**src/rtl/pipe_ctrl.sv**
```systemverilog
// rtl/pipe_ctrl.sv - stall/flush sequencer for the 6-stage RV32 pipeline
// Merges load-use, mul/div and memory stalls; issues flush/redirect; watchdog for stuck stalls.
module pipe_ctrl #(
   parameter int ADDR_WIDTH = 32,
   parameter int MAX_STALL  = 1024,
   parameter int CNT_WIDTH  = 11
) (
   input  logic                  clk_i,
   input  logic                  rst_i,
   input  logic                  stallreq_id_i,
   input  logic                  stallreq_mem_i,
   input  logic                  md_req_i,
   input  logic                  md_done_i,
   input  logic                  jump_i,
   input  logic [ADDR_WIDTH-1:0] jump_addr_i,
   output logic [5:0]            stall_o,
   output logic                  flush_o,
   output logic                  redirect_o,
   output logic [ADDR_WIDTH-1:0] redirect_addr_o,
   output logic                  md_start_o,
   output logic                  md_busy_o,
   output logic                  timeout_o
);

   typedef enum logic {RUN, MD_BUSY} state_e;

   localparam logic [CNT_WIDTH-1:0] CNT_MAX  = CNT_WIDTH'(MAX_STALL);
   localparam logic [CNT_WIDTH-1:0] CNT_LAST = CNT_WIDTH'(MAX_STALL - 1);

   state_e               state_q, state_d;
   logic [CNT_WIDTH-1:0] wd_cnt_q, wd_cnt_d;
   logic                 timeout_q, timeout_d;

   logic md_stall;
   logic stalled;

   always_comb begin
      md_stall = ((state_q == RUN) && md_req_i) || ((state_q == MD_BUSY) && !md_done_i);

      stall_o = 6'b000000;
      if (stallreq_mem_i)
         stall_o = 6'b011111;
      else if (md_stall)
         stall_o = 6'b001111;
      else if (stallreq_id_i && !jump_i)
         stall_o = 6'b000111;
      if (rst_i)
         stall_o = 6'b000000;

      // EXE advances whenever its own stall bit is clear; a held jump fires then, exactly once.
      redirect_o      = !rst_i && jump_i && !stall_o[3];
      flush_o         = redirect_o;
      redirect_addr_o = redirect_o ? jump_addr_i : '0;
      md_start_o      = !rst_i && (state_q == RUN) && md_req_i && !stallreq_mem_i;

      state_d = state_q;
      if (state_q == RUN && md_req_i && !stallreq_mem_i)
         state_d = MD_BUSY;
      else if (state_q == MD_BUSY && md_done_i)
         state_d = RUN;

      stalled   = (stall_o != 6'b000000);
      wd_cnt_d  = '0;
      if (stalled)
         wd_cnt_d = (wd_cnt_q == CNT_MAX) ? wd_cnt_q : wd_cnt_q + 1'b1;
      timeout_d = timeout_q || (stalled && wd_cnt_q == CNT_LAST);
   end

   always_ff @(posedge clk_i) begin
      if (rst_i) begin
         state_q   <= RUN;
         wd_cnt_q  <= '0;
         timeout_q <= 1'b0;
      end else begin
         state_q   <= state_d;
         wd_cnt_q  <= wd_cnt_d;
         timeout_q <= timeout_d;
      end
   end

   assign md_busy_o = (state_q == MD_BUSY);
   assign timeout_o = timeout_q;

endmodule

```
**config.mk**
```make
export PLATFORM = sky130hd
export DESIGN_NAME = pipe_ctrl
export DESIGN_NICKNAME = d
export VERILOG_FILES = /design/src/rtl/pipe_ctrl.sv
export SDC_FILE = /design/constraint.sdc
export NUM_CORES = 1
export LEC_CHECK = 0
export CAP_MARGIN = 30
export CORE_AREA = 2 2 57 59
export DETAILED_ROUTE_END_ITERATION = 8
export DIE_AREA = 0 0 59 61
export MAX_ROUTING_LAYER = met4
export PLACE_DENSITY = 0.89
export SYNTH_ARGS = -nofsm -noshare
export SYNTH_HDL_FRONTEND = slang
export SYNTH_SLANG_ARGS = --single-unit
```
**constraint.sdc**
```tcl
create_clock -name clk_i -period 2.9 [get_ports clk_i]
set_input_delay 0.58 -clock clk_i [delete_from_list [all_inputs] [get_ports clk_i]]
set_output_delay 0.58 -clock clk_i [all_outputs]
set_load 0.01 [all_outputs]
```
==> impl_metrics.json <==
{
  "status": "finished clean",
  "drtIter0Drc": 33,
  "leakagePower_nw": 1.07,
  "htree_levels": 1,
  "final.setup.tns_ps": 0,
  "wl_mm": 3.45,
  "synthXorXnorAreaFrac_pct": 1.82,
  "synthArstFlopShare_pct": 0,
  "clock_skew_ps": 4.73,
  "crit_path_end_kind": "primary output",
  "fp.dieW_um": 59,
  "clk_root_buffer_cell": "clkbuf_4",
  "r2r-start": "wd_cnt_q[4]",
  "netlist_area_sq_um": 961,
  "worst-path-max-fanout": 17,
  "mostFrequentLayoutCell": "clkdlybuf4s50_1",
  "vias_per_cell": 4.87,
  "gp_congestion": 0.817,
  "start_util_pct": 32.5,
  "worstPathArrival_ps": 2220,
  "worst_pin_slew_ps": 798,
  "die_y_um": 61,
  "insertion_delay_ps": 280,
  "fillers": 238,
  "holdPathStages": 1,
  "cts_tree": "yes",
  "yosys_register_bits": 13,
  "fin_nets": 245,
  "n_antenna_cell": 0,
  "antenna_found_initial": 0,
  "grt_pass1_vias": 980,
  "grt_pass1_wl_mm": 4.68,
  "core_sq_um": 2950,
  "maxSlewViolCount": 0,
  "synth_top_family_by_area": "simple AND/OR/NAND/NOR gates",
  "drv_cap": 0,
  "multiInputGateArea_sq_um": 623,
  "drive_gt1_share_pct": 9.36,
  "hold_viol": 0,
  "synthMuxAreaShare_pct": 0,
  "seq_area_frac_synth_pct": 27.1,
  "finalSetupViolations": 0,
  "power_density_nw_per_um2": 235,
  "holdPathEnd": "timeout_o",
  "syn_to_final_growth_pct": 96.9,
  "rr_worst_depth": 3,
  "critPathRequiredTime_ps": 2320,
  "yosys_warnings": 0,
  "r2r-end": "wd_cnt_q[9]",
  "hp-class": "flop to flop",
  "synth-adder-area-share_pct": 2.60,
  "drtAntennaViolNets": 0,
  "layout_common_cells": "45 x clkdlybuf4s50_1, 32 x and2_1, 18 x dlygate4sd2_1, 17 x dlymetal6s2s_1, 13 x dfxtp_1",
  "drc": 0,
  "syn-mean-instance-area_sq_um": 8.07,
  "rows": 20,
  "syn_nets": 160,
  "dieArea_sq_um": 3600,
  "synth_edf_count": 0,
  "numCtsBuffers": 3,
  "syn_inst": 119,
  "first_pass_iters": 3,
  "pin_count": 82,
  "start_kind": "primary input",
  "grt_max_degree": 35,
  "portBuffers": 80,
  "fin_util_pct": 64.1,
  "cts_buffer_depth": 2,
  "fin_crit_sh_pct": 96.6,
  "post_drt_wl_per_cell_um": 14.6,
  "cts.clk_slew.worst_paths_ps": 80,
  "max_freq_ghz": 0.357,
  "synthFlopType": "dfxtp_1",
  "regArea_sq_um": 260,
  "hold_buffers": 0,
  "fin_crit_ps": 2800,
  "vdd_drop_max_v": 0.000219,
  "hp-start": "timeout_o",
  "rsz0062_at_grt": "false",
  "vias": 1150,
  "synth_cell_types": 37,
  "clock-sinks": 13,
  "synth_compound_area_share_pct": 16.8,
  "synthSimpleGateAreaFrac_pct": 43.2,
  "reg2reg_slack_ps": 1360,
  "slew_headroom_pct": 46.3,
  "path_class": "primary input to primary output",
  "grt_overflow": 0,
  "hpwl_mm": 2.72,
  "grt_usage_pct": 18.2
}
[per-stage QoR]
step                hold WS (ps)  cells  worst slack (ps)  total power [mW]  area, sq um
floorplan                    449    119               709             0.241          961
global placement             447    230             -7.19             0.331         1810
detailed placement           457    230             -30.7             0.334         1810
CTS                          472    234             0.623             0.445         1820
global route                 484    236              28.0             0.461         1890
finish                       472    236              97.8             0.445         1890
[final cells by class]
type | count | area share, %
repair buffers | 88 | 48.1
inverters | 8 | 1.59
clock buffers | 4 | 1.39
well taps | 33 | 2.18
flip-flops and latches | 13 | 13.8
multi-input cells | 90 | 32.9
[power by group]
group	switching, mW	internal [mW]	total, mW
Sequential	0.00589	0.183	0.188
Clock	0.0645	0.0535	0.118
Combinational	0.0474	0.0912	0.139
Total	0.118	0.327	0.445
[kinds of logic (layout without fill, tap and decap cells)]
| logic type | Yosys count | count (layout) |
|---|---|---|
| compound gates | 21 | 21 |
| fa+ha+maj | 2 | 2 |
| flops | 13 | 13 |
| other cells | 1 | 1 |
| buf+inv | 16 | 100 |
| simple gates | 64 | 64 |
| xor+xnor | 2 | 2 |
[critical path: stages]
cell             delay [ps]
clkdlybuf4s50_1         480
nor2b_1                  80
nor4_4                  330
buf_4                   180
clkbuf_16               150
and2_1                  140
dlygate4sd2_1           270
[registers in the layout (all words and copies together), names as in the netlist]
| signal | cells |
|---|---|
| md_busy_o | 1 |
| timeout_o | 1 |
| wd_cnt_q | 11 |
[how the worst max path moves through the flow]
| stage | slack [ps] | endpoint | start |
|---|---|---|---|
| 2_1_floorplan | 710 | stall_o[1] | md_req_i |
| 3_3_place_gp | -7 | redirect_addr_o[19] | md_req_i |
| 3_5_place_dp | -30 | redirect_addr_o[17] | md_done_i |
| 4_1_cts | 0.6 | redirect_addr_o[11] | md_done_i |
| 5_1_grt | 30 | redirect_addr_o[29] | md_done_i |
| 6_report | 100 | redirect_addr_o[19] | md_done_i |
[routing by layer]
layer	global-route usage, %	share of wire [%]	vias to the layer above
met3	4.69	8.7	4
met5	-	0	-
met1	19.5	40	521
met4	7.79	1.2	0
li1	-	-	576
met2	31.9	50	49
[Yosys cell counts (2+ instances only)]
cell      number  area, sq um
buf_4          4         30.0
nand3_1        3         15.0
buf_2          2         10.0
inv_1          8         30.0
a31o_2         2         17.5
nor2b_1        4         25.0
nor2_1         5         18.8
ha_1           2         25.0
dfxtp_1       13          260
o21ai_0        4         20.0
and2_1        32          200
o31ai_1        2         15.0
or3_1          3         18.8
clkbuf_1       2         7.51
nand4_1        4         25.0
nand2_1        2         7.51
a21oi_1        7         35.0
[repair_timing]
| item | 4_1_cts | 5_1_grt |
|---|---|---|
| gates resized for setup | 18 | 17 |
| setup buffers | 0 | 1 |
| cloned | 0 | 1 |
| endpoints found under the setup margin | 18 | 17 |
Note: power is estimated with default switching activity, not from simulation.
